**config.mk**
```make
export PLATFORM = sky130hd
export DESIGN_NAME = pipeline_ctrl
export DESIGN_NICKNAME = d
export VERILOG_FILES = /design/src/rtl/cpu_pkg.sv /design/src/rtl/stall_decode.sv /design/src/rtl/pipeline_ctrl.sv
export SDC_FILE = /design/constraint.sdc
export NUM_CORES = 1
export LEC_CHECK = 0
export ABC_AREA = 0
export BUFFER_PORTS_ARGS = -buffer_cell sky130_fd_sc_hd__buf_2
export CAP_MARGIN = 30
export CORE_MARGIN = 2
export CORE_UTILIZATION = 35
export CTS_CLUSTER_SIZE = 16
export DETAILED_ROUTE_END_ITERATION = 8
export PLACE_DENSITY = 0.6
export SLEW_MARGIN = 20
export SYNTH_ARGS = -nofsm -noshare
export SYNTH_HDL_FRONTEND = slang
export SYNTH_SLANG_ARGS = --single-unit
```
**constraint.sdc**
```tcl
create_clock -name clk_i -period 1.65 [get_ports clk_i]
set_input_delay 0.165 -clock clk_i [delete_from_list [all_inputs] [get_ports clk_i]]
set_output_delay 0.165 -clock clk_i [all_outputs]
set_load 0.03 [all_outputs]
```
**src/rtl/cpu_pkg.sv**
```systemverilog
// rtl/cpu_pkg.sv - shared pipeline control types and defaults
package cpu_pkg;

    typedef enum logic [1:0] {
        ST_RUN   = 2'd0,
        ST_STALL = 2'd1,
        ST_FLUSH = 2'd2
    } pipe_state_e;

    localparam int NSTAGE_DEF = 5;

endpackage

```
**src/rtl/stall_decode.sv**
```systemverilog
// rtl/stall_decode.sv - priority decode of per-stage stall requests into hold/bubble vectors
module stall_decode #(
    parameter int NSTAGE = cpu_pkg::NSTAGE_DEF
) (
    input  logic [NSTAGE-1:0] stall_req_i,
    output logic [NSTAGE-1:0] stall_o,
    output logic [NSTAGE-1:0] bubble_o
);

    // A stage is held when it or any older stage requests a stall; the bubble
    // goes into the first stage past the oldest requester.
    for (genvar j = 0; j < NSTAGE; j++) begin : g_stall
        assign stall_o[j] = |stall_req_i[NSTAGE-1:j];
    end

    assign bubble_o[0] = 1'b0;
    for (genvar j = 1; j < NSTAGE; j++) begin : g_bubble
        assign bubble_o[j] = stall_req_i[j-1] & ~stall_o[j];
    end

endmodule

```
**src/rtl/pipeline_ctrl.sv**
```systemverilog
// rtl/pipeline_ctrl.sv - pipeline stall/flush sequencer with watchdog; PIPELINE_CTRL_PERF_EN adds perf counters
module pipeline_ctrl
    import cpu_pkg::*;
#(
    parameter int NSTAGE      = NSTAGE_DEF,
    parameter int FLUSH_STAGE = 2,
    parameter int TIMEOUT     = 1024,
    parameter int CNT_W       = 32
) (
    input  logic              clk_i,
    input  logic              rst_i,
    input  logic [NSTAGE-1:0] stall_req_i,
    input  logic              flush_req_i,
    input  logic [31:0]       flush_pc_i,
    output logic [NSTAGE-1:0] stall_o,
    output logic [NSTAGE-1:0] bubble_o,
    output logic [NSTAGE-1:0] flush_o,
    output logic              redirect_o,
    output logic [31:0]       redirect_pc_o,
    output logic              busy_o,
`ifdef PIPELINE_CTRL_PERF_EN
    output logic [CNT_W-1:0]  stall_cnt_o,
    output logic [CNT_W-1:0]  flush_cnt_o,
    output logic [CNT_W-1:0]  bubble_cnt_o,
`endif
    output logic              timeout_o
);

    localparam logic [NSTAGE-1:0] FLUSH_MASK = NSTAGE'((64'd1 << (FLUSH_STAGE + 1)) - 64'd2);
    localparam logic [NSTAGE-1:0] KEEP_MASK  = ~NSTAGE'((64'd1 << (FLUSH_STAGE + 1)) - 64'd1);
    localparam int                WD_W       = (TIMEOUT < 2) ? 1 : $clog2(TIMEOUT + 1);
    localparam logic [WD_W-1:0]   WD_MAX     = WD_W'(TIMEOUT);

    pipe_state_e       r_state;
    pipe_state_e       w_state_nxt;
    logic              r_pend_vld;
    logic [31:0]       r_pend_pc;
    logic [WD_W-1:0]   r_wd_cnt;
    logic              r_timeout;
    logic [NSTAGE-1:0] w_dec_stall;
    logic [NSTAGE-1:0] w_dec_bubble;
    logic              w_stall_any;
    logic              w_capture;

    stall_decode #(.NSTAGE(NSTAGE)) u_stall_decode (
        .stall_req_i (stall_req_i),
        .stall_o     (w_dec_stall),
        .bubble_o    (w_dec_bubble)
    );

    assign w_stall_any = |stall_req_i;
    // The oldest request wins: nothing new is taken while one is queued or being issued.
    assign w_capture   = flush_req_i && !r_pend_vld && (r_state != ST_FLUSH);

    always_ff @(posedge clk_i) begin
        if (rst_i) begin
            r_state <= ST_RUN;
        end else begin
            r_state <= w_state_nxt;
        end
    end

    always_comb begin
        w_state_nxt   = r_state;
        stall_o       = w_dec_stall;
        bubble_o      = w_dec_bubble;
        flush_o       = '0;
        redirect_o    = 1'b0;
        redirect_pc_o = 32'h0;
        busy_o        = (r_state != ST_RUN);
        case (r_state)
            ST_RUN: begin
                if (w_stall_any) begin
                    w_state_nxt = ST_STALL;
                end else if (flush_req_i) begin
                    w_state_nxt = ST_FLUSH;
                end
            end
            ST_STALL: begin
                if (!w_stall_any) begin
                    w_state_nxt = (r_pend_vld || flush_req_i) ? ST_FLUSH : ST_RUN;
                end
            end
            ST_FLUSH: begin
                w_state_nxt   = ST_RUN;
                stall_o       = w_dec_stall & KEEP_MASK;
                bubble_o      = w_dec_bubble & KEEP_MASK;
                flush_o       = FLUSH_MASK;
                redirect_o    = 1'b1;
                redirect_pc_o = r_pend_pc;
            end
            default: w_state_nxt = ST_RUN;
        endcase
    end

    always_ff @(posedge clk_i) begin
        if (rst_i) begin
            r_pend_vld <= 1'b0;
            r_pend_pc  <= 32'h0;
        end else if (r_state == ST_FLUSH) begin
            r_pend_vld <= 1'b0;
        end else if (w_capture) begin
            r_pend_vld <= 1'b1;
            r_pend_pc  <= flush_pc_i;
        end
    end

    always_ff @(posedge clk_i) begin
        if (rst_i) begin
            r_wd_cnt  <= '0;
            r_timeout <= 1'b0;
        end else if (TIMEOUT != 0) begin
            if (w_stall_any) begin
                if (r_wd_cnt != WD_MAX) begin
                    r_wd_cnt <= r_wd_cnt + 1'b1;
                end
                if (r_wd_cnt >= WD_MAX - 1'b1) begin
                    r_timeout <= 1'b1;
                end
            end else begin
                r_wd_cnt <= '0;
            end
        end
    end

    assign timeout_o = r_timeout;

`ifdef PIPELINE_CTRL_PERF_EN
    logic [CNT_W-1:0] r_stall_cnt;
    logic [CNT_W-1:0] r_flush_cnt;
    logic [CNT_W-1:0] r_bubble_cnt;

    always_ff @(posedge clk_i) begin
        if (rst_i) begin
            r_stall_cnt  <= '0;
            r_flush_cnt  <= '0;
            r_bubble_cnt <= '0;
        end else begin
            if (|stall_o) begin
                r_stall_cnt <= r_stall_cnt + 1'b1;
            end
            if (r_state == ST_FLUSH) begin
                r_flush_cnt <= r_flush_cnt + 1'b1;
            end
            if (|bubble_o) begin
                r_bubble_cnt <= r_bubble_cnt + 1'b1;
            end
        end
    end

    assign stall_cnt_o  = r_stall_cnt;
    assign flush_cnt_o  = r_flush_cnt;
    assign bubble_cnt_o = r_bubble_cnt;
`endif

endmodule

```
==> impl_metrics.py, run 1 <==
metrics = {
    "synth": {
        "yosys.area.top_type": "dfxtp_1",
        "synth_common_cells": "dfxtp_1 (47), a21oi_1 (40), nand3_1 (37)",
        "synthArstFlopShare_pct": 0,
        "syn_avg_cell_area_sq_um": 7.91,
        "synth_area_sq_mm": 0.00228,
        "yosysWarnings": 0,
        "synth_edf_count": 0,
        "synth_cell_types": 39,
        "synthMostInstantiatedCell": "dfxtp_1",
        "synth_seq_cells": 47,
        "yosysSeqAreaShare_pct": 41.3,
        "synth_top_area_share_pct": 41.3,
        "synth_cells": 288,
        "synth_area_leaders": "dfxtp_1 (41%), and2_1 (9.1%), a21oi_1 (8.8%)",
        "ys.flop_type": "dfxtp_1",
    },
    "setup_path": {
        "crit_family": "buffers and inverters",
        "cp_max_fo": 20,
        "path_class": "reg2out",
        "worstSetupEndpointType": "output pin",
        "crit_path_top_delay_cell": "dfxtp_1",
        "crit_required_ns": 1.48,
        "cp_cell_sequence": "nand2b_4, inv_4, buf_4, clkbuf_16, buf_2",
        "timing.rr.start": "r_wd_cnt[3]",
        "setup.worst_path.start": "r_state[0]",
        "cp-start-kind": "flip-flop",
        "worst-path-buf-inv": 4,
        "crit_arrival_ns": 1.38,
        "cpPeakStageDelay_ns": 0.33,
    },
    "global_routing": {
        "antenna_found_initial": 0,
        "grt_first_pass_wirelength_um": 8960,
        "grt_pass1_vias": 1961,
        "overflow": 0,
        "grtUsageTotal_pct": 15.0,
        "grt_start_max_net_pins": 41,
    },
    "cts": {
        "cts-hold-fix-buffers": 0,
        "cts.sinks": 47,
        "insertion_delay_ns": 0.30,
        "cts_inserted_buffers": 5,
        "clk_path_buf_depth": 2,
        "htreeDepth": 2,
        "cts-root-buf": "clkbuf_8",
        "cts_tree": "yes",
        "path_clk_slew_ns": 0.09,
    },
    "place": {
        "place_ws_ns": 0.172,
        "dp.cells": 435,
        "globalplace.congestion": 0.850,
        "port_buffers": 85,
        "dpl_cell_area_sq_mm": 0.00277,
        "dp_hpwl_um": 3750,
    },
    "min_path": {
        "hold_path.class": "in2reg",
        "min_from": "flush_pc_i[18]",
    },
    "power": {
        "p_int_mw": 1.69,
        "irDropWorstVdd_mv": 0.340,
        "p_seq_share_pct": 53.6,
        "p_switching_uw": 579,
        "p_leak_nw": 1.32,
        "power.share.clock_pct": 34.3,
        "swShare_pct": 25.6,
        "pwr-share-comb_pct": 12.1,
        "cellPowerDensity_mw_per_mm2": 760,
    },
    "finish": {
        "fin_util_pct": 47.2,
        "final_cells": 446,
        "drive_gt1_share_pct": 33.1,
        "area_growth_pct": 30.9,
        "antenna_cells": 0,
        "stdcell_area_sq_mm": 0.00298,
        "nets": 410,
    },
    "die": {
        "die_h_um": 84.7,
        "chipWidth_um": 84.7,
        "core_area_sq_mm": 0.00631,
        "io_pins": 90,
        "num_rows": 29,
        "dieArea_sq_mm": 0.00717,
        "start_util_pct": 36.1,
    },
    "drt": {
        "ant_nets": 0,
        "vias": 2260,
        "post_drt_wl_per_cell_um": 13.0,
        "dr.first_iter.drc_count": 99,
        "vias_per_cell": 5.07,
        "routed_wl_um": 5780,
        "drtPass1Iterations": 4,
        "drc": 0,
    },
    "sta": {
        "min_period_ns": 1.54,
        "finalCritPeriodShare_pct": 93.5,
        "hold_violations": 0,
        "rsz0062_at_grt": "no",
        "fin_skew_ns": 0.00385,
        "finalSetupViolCount": 0,
        "maxSlewViolCount": 0,
        "setup_ws_ns": 0.107,
        "max_freq_ghz": 0.648,
    },
    "job": {
        "max_cap_violations": 0,
    },
    "status": {
        "status": "completed",
    },
}
==> worst min-delay path, cell delays in order <==
cell and delay, ns:
buf_2 0.09, nand3_1 0.05, a21oi_1 0.05
==> registers in the layout, summed over array words and instances, names as in the netlist <==
signal      cells
timeout_o       1
r_pend_pc      32
r_pend_vld      1
r_wd_cnt       11
r_state         2
==> layout make-up <==
type | instances | area (sq um)
clock inverter | 1 | 7.51
multi-input combinational | 204 | 1170
tap | 77 | 96.3
timing repair buffer | 101 | 636
inverter | 9 | 36.3
clock buffer | 7 | 96.3
fill | 649 | 3330
sequential | 47 | 942
==> cell families after synthesis <==
| kind of cell | Yosys count | share of synthesized area, % |
|---|---|---|
| AND/OR/NAND/NOR | 108 | 27.2 |
| adder cells (fa/ha/maj) | 2 | 1.10 |
| other | 1 | 0.165 |
| buffers and inverters | 40 | 8.40 |
| flip-flops | 47 | 41.3 |
| XOR/XNOR | 2 | 0.769 |
| AO/OA/AOI/OAI | 88 | 21.1 |
==> through the flow <==
stage / power (mW) / setup TNS [ns] / hold WS [ns]
after floorplan: 1.42 / 0 / 0.313
after global placement: 1.51 / 0 / 0.420
after detailed placement: 1.51 / 0 / 0.425
after CTS: 2.29 / -0.0652 / 0.0959
after global routing: 2.37 / 0 / 0.0991
final: 2.27 / 0 / 0.107
==> what timing repair did <==
action | 4_1_cts | 5_1_grt
resized for setup | 6 | 12
cloned | 0 | 2
endpoints found under the setup margin | 17 | 35
buffers inserted | 0 | 1
hold endpoints to repair | 0 | 0
==> cell usage in the layout, fill, tap and decap left out, types with 2 or more instances in the layout <==
| cell type | netlist | routed |
|---|---|---|
| a211oi_1 | 2 | 2 |
| a21oi_1 | 40 | 40 |
| a31o_2 | 2 | 2 |
| and2_1 | 33 | 33 |
| and3_1 | 2 | 2 |
| buf_12 | 0 | 3 |
| buf_2 | 3 | 78 |
| buf_4 | 8 | 14 |
| clkbuf_16 | 0 | 2 |
| clkbuf_4 | 0 | 4 |
| clkbuf_8 | 0 | 7 |
| conb_1 | 1 | 4 |
| dfxtp_1 | 47 | 46 |
| ha_1 | 2 | 2 |
| inv_1 | 9 | 8 |
| nand2_1 | 5 | 5 |
| nand3_1 | 37 | 37 |
| nand4_1 | 2 | 2 |
| nor2_1 | 11 | 11 |
| o21ai_0 | 36 | 36 |
| o31ai_1 | 2 | 2 |
| or2_2 | 2 | 2 |
| or3_1 | 2 | 2 |
| or3_2 | 2 | 2 |
| or4_1 | 2 | 2 |
| xor2_1 | 2 | 2 |
==> power groups by stage <==
| stage | clock [mW] | combinational (mW) | sequential, mW |
|---|---|---|---|
| 3_5_place_dp | 0 | 0.273 | 1.24 |
| 6_report | 0.776 | 0.274 | 1.21 |
| 3_3_place_gp | 0 | 0.270 | 1.24 |
| 4_1_cts | 0.801 | 0.274 | 1.21 |
| 5_1_grt | 0.843 | 0.305 | 1.22 |
| 2_1_floorplan | 0 | 0.188 | 1.23 |
==> final timing paths <==
path                   end  slack (ns)  depth (start not counted)
max             redirect_o        0.11                          5
min          r_pend_pc[18]        0.11                          3
min reg2reg  r_pend_pc[11]        0.47                          2
max reg2reg    r_wd_cnt[9]        0.19                          3
==> per-layer routing <==
layer | share of wire (%) | track usage, % | vias to the layer above
li1 | - | - | 1149
met1 | 47 | 19.8 | 1034
met2 | 45 | 24.7 | 69
met3 | 5.8 | 3.44 | 8
met4 | 1.4 | 4.33 | 0
met5 | 0 | 0 | -
Power figures use the tool's default switching activity.
==> run 2, diff against run 1 <==
--- a/config.mk
+++ b/config.mk
@@ -5,7 +5,7 @@
 export SDC_FILE = /design/constraint.sdc
 export NUM_CORES = 1
 export LEC_CHECK = 0
-export ABC_AREA = 0
+export ABC_AREA = 1
 export BUFFER_PORTS_ARGS = -buffer_cell sky130_fd_sc_hd__buf_2
 export CAP_MARGIN = 30
 export CORE_MARGIN = 2
==> impl_metrics.py, run 2 <==
metrics = {
    "finish": {
        "drive_gt1_share_pct": 27.0,
        "reg_top3": "r_pend_pc x32, r_wd_cnt x11, r_state x2",
        "stdcell_area_sq_mm": 0.00280,
        "layout_common_cells": "buf_2 (70), nor2_1 (60), inv_1 (52)",
        "area_growth_pct": 28.9,
        "multi_input_area_sq_um": 917,
        "antenna_cells": 0,
        "register_area_sq_um": 942,
        "fin_util_pct": 47.0,
        "mostFrequentLayoutCell": "buf_2",
        "nets": 430,
        "largest_register": "r_pend_pc",
        "fillCellCount": 644,
        "final_cells": 464,
        "largest_register_ffs": 32,
    },
    "power": {
        "power.share.clock_pct": 38.9,
        "p_switching_uw": 577,
        "cellPowerDensity_mw_per_mm2": 894,
        "p_seq_share_pct": 49.2,
        "irDropWorstVdd_mv": 0.345,
        "p_int_mw": 1.92,
        "swShare_pct": 23.1,
        "pwr-share-comb_pct": 11.8,
        "p_leak_nw": 1.35,
    },
    "sta": {
        "finalCritPeriodShare_pct": 93.9,
        "min_period_ns": 1.55,
        "hold_violations": 0,
        "tns_ns": 0,
        "maxSlewViolCount": 0,
        "rsz0062_at_grt": "no",
        "fin_skew_ns": 0.00538,
        "finalSetupViolCount": 0,
        "max_freq_ghz": 0.645,
    },
    "setup_path": {
        "crit_family": "flip-flops",
        "crit_arrival_ns": 1.38,
        "cp-endpoint": "bubble_o[2]",
        "r2r_cells": 7,
        "cpPeakStageDelay_ns": 0.45,
        "crit_required_ns": 1.48,
        "path_class": "reg2out",
        "timing.rr.start": "r_wd_cnt[0]",
        "crit_path_top_delay_cell": "dfxtp_1",
        "rr_endpoint": "timeout_o",
        "path_depth": 4,
        "cp_max_fo": 9,
        "worstSetupEndpointType": "output pin",
        "cp_cell_sequence": "nor2_8, buf_4, nor4_2, buf_2",
        "r2r_setup_slack_ns": 0.34,
        "cp-start-kind": "flip-flop",
        "setup.worst_path.start": "r_state[0]",
        "worst-path-buf-inv": 2,
    },
    "synth": {
        "synth_area_leaders": "dfxtp_1 (43%), nor2_1 (11%), a21oi_1 (9.0%)",
        "synthArstFlopShare_pct": 0,
        "synth_edf_count": 0,
        "synth_cell_types": 28,
        "yosysSeqAreaShare_pct": 43.3,
        "synth_common_cells": "nor2_1 (61), inv_1 (52), dfxtp_1 (47)",
        "synthMostInstantiatedCell": "nor2_1",
        "synth_seq_cells": 47,
        "synth_area_sq_mm": 0.00217,
        "syn_avg_cell_area_sq_um": 7.03,
        "synth_top_area_share_pct": 43.3,
        "yosys.area.top_type": "dfxtp_1",
        "synth_cells": 309,
        "yosysWarnings": 0,
        "ys.flop_type": "dfxtp_1",
    },
    "place": {
        "dpl_cell_area_sq_mm": 0.00261,
        "globalplace.congestion": 0.715,
        "port_buffers": 85,
        "dp_hpwl_um": 3330,
        "dp.cells": 455,
    },
    "global_routing": {
        "grtUsageTotal_pct": 13.9,
        "grt_start_max_net_pins": 65,
        "grt_first_pass_wirelength_um": 7350,
        "overflow": 0,
        "grt_pass1_vias": 1752,
        "antenna_found_initial": 0,
    },
    "die": {
        "core_area_sq_mm": 0.00596,
        "start_util_pct": 36.4,
        "num_rows": 28,
        "chipWidth_um": 82.8,
        "die_h_um": 82.8,
        "io_pins": 90,
        "dieArea_sq_mm": 0.00685,
    },
    "cts": {
        "clk_path_buf_depth": 2,
        "insertion_delay_ns": 0.29,
        "cts_inserted_buffers": 5,
        "cts-hold-fix-buffers": 0,
        "path_clk_slew_ns": 0.08,
        "cts-root-buf": "clkbuf_8",
        "htreeDepth": 2,
        "cts_tree": "yes",
        "cts.sinks": 47,
    },
    "drt": {
        "post_drt_wl_per_cell_um": 10.0,
        "ant_nets": 0,
        "drc": 0,
        "vias_per_cell": 4.41,
        "drtPass1Iterations": 4,
        "vias": 2048,
        "routed_wl_um": 4660,
        "dr.first_iter.drc_count": 54,
    },
    "status": {
        "status": "completed",
    },
    "job": {
        "max_cap_violations": 0,
    },
    "min_path": {
        "hold_path.class": "in2reg",
    },
}
==> run 2: changes by cell type in the layout (fill, tap and decap cells not counted), sizes merged, moves of 4 or more <==
cell / delta
and2: -33
buf: -10
inv: +45
nand2: +22
nand3: -28
nor2: +52
o21ai: -4
or3: -4
==> run 2: layer usage <==
layer,track usage [%],up-vias,share of wire (%)
met5,0,-,0
met4,5.41,0,1.5
met3,3.15,7,6.7
met2,22.4,62,44
met1,18.0,868,48
li1,-,1111,-
==> run 2: metrics by stage <==
step,hold WS (ns),total power [mW],setup WS [ns]
after CTS,0.0247,2.54,0.0101
after detailed placement,0.351,1.56,0.215
after global routing,0.0243,2.64,0.0305
after floorplan,0.244,1.47,0.139
after global placement,0.351,1.55,0.233
final,0.0339,2.50,0.100
==> run 2: how the worst min path moves through the flow <==
stage / start / end / slack [ns] / cells after the start
final: rst_i / r_state[1] / 0.03 / 2
after global routing: rst_i / r_state[1] / 0.02 / 2
after CTS: rst_i / r_state[1] / 0.02 / 2
after detailed placement: rst_i / r_state[1] / 0.35 / 2
after global placement: rst_i / r_state[1] / 0.35 / 2
after floorplan: rst_i / r_state[1] / 0.24 / 1
==> run 2: repair_timing <==
item	CTS	global route
resized for setup	4	23
pin swaps	0	1
buffers inserted	0	1
endpoints found under the setup margin	32	32
cloned	0	0
==> run 2: final cells by class <==
class / instances / share of cell area, %
Clock inverter: 2 / 2.15
Multi-Input combinational cell: 191 / 32.8
Sequential cell: 47 / 33.7
Timing Repair Buffer: 89 / 18.2
Tap cell: 75 / 3.35
Inverter: 54 / 7.25
Clock buffer: 6 / 2.59
==> run 2: kinds of logic (layout without fill, tap and decap cells) <==
kind of cell / Yosys count / after routing / share of synthesized area (%)
and+or+nand+nor: 107 / 107 / 21.2
AOI/OAI and AO/OA: 74 / 74 / 17.2
buffers and inverters: 74 / 151 / 15.3
DFF: 47 / 47 / 43.3
xor gates and xnor gates: 4 / 4 / 1.61
adders and majority gates: 2 / 2 / 1.15
other: 1 / 4 / 0.173
==> run 2: worst register-to-register path, delay by kind of cell (launching register included) <==
kind,cells,cell delay (ns)
adders and majority gates,1,0.21
DFF,1,0.40
and+or+nand+nor,6,0.65
==> run 2: power by group through the flow <==
| stage | clock network, mW | registers, mW | logic (mW) |
|---|---|---|---|
| finish | 0.974 | 1.23 | 0.295 |
| CTS | 1.01 | 1.23 | 0.300 |
| global placement | 0 | 1.26 | 0.295 |
| detailed placement | 0 | 1.26 | 0.297 |
| global route | 1.06 | 1.24 | 0.340 |
| floorplan | 0 | 1.25 | 0.221 |
==> run 3, diff against run 2 <==
--- a/config.mk
+++ b/config.mk
@@ -13,6 +13,7 @@
 export CTS_CLUSTER_SIZE = 16
 export DETAILED_ROUTE_END_ITERATION = 8
 export PLACE_DENSITY = 0.6
+export REMOVE_ABC_BUFFERS = 1
 export SLEW_MARGIN = 20
 export SYNTH_ARGS = -nofsm -noshare
 export SYNTH_HDL_FRONTEND = slang
==> impl_metrics.py, run 3 (same netlist as run 2, synthesis figures left out) <==
metrics = {
    "setup_path": {
        "crit_arrival_ns": 1.40,
        "cpPeakStageDelay_ns": 0.36,
        "worst-path-buf-inv": 4,
        "worstSetupEndpointType": "output pin",
        "path_class": "reg2out",
        "r2r_setup_slack_ns": 0.34,
        "cp-start-kind": "flip-flop",
        "crit_family": "buffers and inverters",
        "crit_required_ns": 1.48,
        "crit_path_top_delay_cell": "dfxtp_2",
        "cp_max_fo": 24,
        "cp_cell_sequence": "inv_2, nor2_8, inv_4, buf_12, nor2_1, buf_4",
    },
    "drt": {
        "met1Wirelength_um": 2320,
        "met3_length_um": 397,
        "drc": 0,
        "dr.first_iter.drc_count": 95,
        "dr_wl_met2_um": 1900,
        "ant_nets": 0,
        "post_drt_wl_per_cell_um": 10.0,
        "drtPass1Iterations": 4,
        "vias": 2084,
        "routed_wl_um": 4670,
        "vias_per_cell": 4.48,
        "top_layer_used": "met4",
    },
    "die": {
        "num_rows": 28,
        "core_area_sq_mm": 0.00596,
        "dieArea_sq_mm": 0.00685,
        "io_pins": 90,
        "chipWidth_um": 82.8,
        "start_util_pct": 36.4,
        "die_h_um": 82.8,
    },
    "global_routing": {
        "overflow": 0,
        "grt_pass1_vias": 1806,
        "antenna_found_initial": 0,
        "grt_first_pass_wirelength_um": 7420,
        "grtUsageTotal_pct": 13.8,
        "grt_start_max_net_pins": 35,
    },
    "power": {
        "swShare_pct": 25.3,
        "p_switching_uw": 604,
        "irDropWorstVdd_mv": 0.409,
        "p_leak_nw": 1.36,
        "cellPowerDensity_mw_per_mm2": 846,
        "p_seq_share_pct": 51.6,
        "power.share.clock_pct": 35.8,
        "pwr-share-comb_pct": 12.6,
        "p_int_mw": 1.78,
        "power_mw": 2.39,
    },
    "cts": {
        "htreeDepth": 2,
        "cts.sinks": 47,
        "path_clk_slew_ns": 0.09,
        "cts_tree": "yes",
        "clk_path_buf_depth": 2,
        "cts-hold-fix-buffers": 0,
        "cts_inserted_buffers": 5,
        "cts-root-buf": "clkbuf_8",
        "insertion_delay_ns": 0.29,
    },
    "finish": {
        "antenna_cells": 0,
        "area_growth_pct": 30.0,
        "layout_common_cells": "buf_2 (68), nor2_1 (61), inv_1 (52)",
        "fin_util_pct": 47.4,
        "nets": 431,
        "largest_register_ffs": 32,
        "drive_gt1_share_pct": 27.2,
        "largest_register": "r_pend_pc",
        "mostFrequentLayoutCell": "buf_2",
        "reg_top3": "r_pend_pc x32, r_wd_cnt x11, r_state x2",
    },
    "place": {
        "port_buffers": 85,
        "place_ws_ns": 0.231,
        "globalplace.congestion": 0.792,
        "dp_hpwl_um": 3430,
    },
    "status": {
        "status": "completed",
    },
    "sta": {
        "fin_skew_ns": 0.00227,
        "hold_violations": 0,
        "finalSetupViolCount": 0,
        "setup_ws_ns": 0.0826,
        "finalCritPeriodShare_pct": 95.0,
        "min_period_ns": 1.57,
        "tns_ns": 0,
        "maxSlewViolCount": 0,
        "max_freq_ghz": 0.638,
    },
    "job": {
        "max_cap_violations": 0,
    },
    "min_path": {
        "hold_path.class": "in2reg",
    },
}
-- run 3: cell count changes in the layout (fill, tap and decap cells not counted), sizes merged --
cell	previous run	this run
bufinv	2	1
clkbuf	10	8
buf	85	87
inv	54	55
clkinv	0	1
-- run 3: cell type report --
type / instances / area [sq um]
inverter: 54 / 205
timing repair buffer: 90 / 556
multi-input combinational: 191 / 908
tap: 75 / 93.8
sequential: 47 / 943
clock inverter: 3 / 47.5
fill: 632 / 3130
clock buffer: 5 / 68.8
-- run 3: layer usage --
metal	track usage [%]	up-vias
li1	-	1113
met1	18.3	887
met2	22.3	80
met3	3.04	4
met4	4.43	0
met5	0	-
-- run 3: power by group through the flow --
stage / sequential [mW] / clock (mW) / combinational, mW
final: 1.23 / 0.854 / 0.302
after global routing: 1.24 / 0.921 / 0.345
after floorplan: 1.25 / 0 / 0.189
after CTS: 1.23 / 0.891 / 0.305
after global placement: 1.26 / 0 / 0.299
after detailed placement: 1.26 / 0 / 0.303
-- run 3: metrics by stage --
stage               area [sq um]  hold WS (ns)  instances
global placement            2640         0.345        456
global route                2820        0.0259        465
CTS                         2790        0.0188        464
detailed placement          2640         0.350        456
finish                      2820        0.0300        465
floorplan                   2050         0.244        292
-- run 3: worst paths after layout --
path	start	to	depth (start not counted)
worst max-delay path	r_state[1]	redirect_pc_o[29]	6
worst min-delay path	rst_i	r_state[1]	2
worst max register to register	r_state[1]	r_pend_pc[13]	7
worst min register to register	r_state[1]	r_state[0]	1
-- run 3: timing repair --
| action | CTS | global route |
|---|---|---|
| cloned | 0 | 0 |
| pin swaps | 0 | 1 |
| resized for setup | 14 | 8 |
| buffers inserted | 0 | 1 |
| hold endpoints to repair | 0 | 0 |
| endpoints found under the setup margin | 24 | 24 |
-- run 3: worst reg2reg max path: stages (launching register included) --
cell,delay [ns]
dfxtp_2,0.36
inv_2,0.06
nor2_8,0.14
inv_4,0.09
nand2_4,0.17
buf_12,0.20
o21ai_0,0.09
a21oi_1,0.13
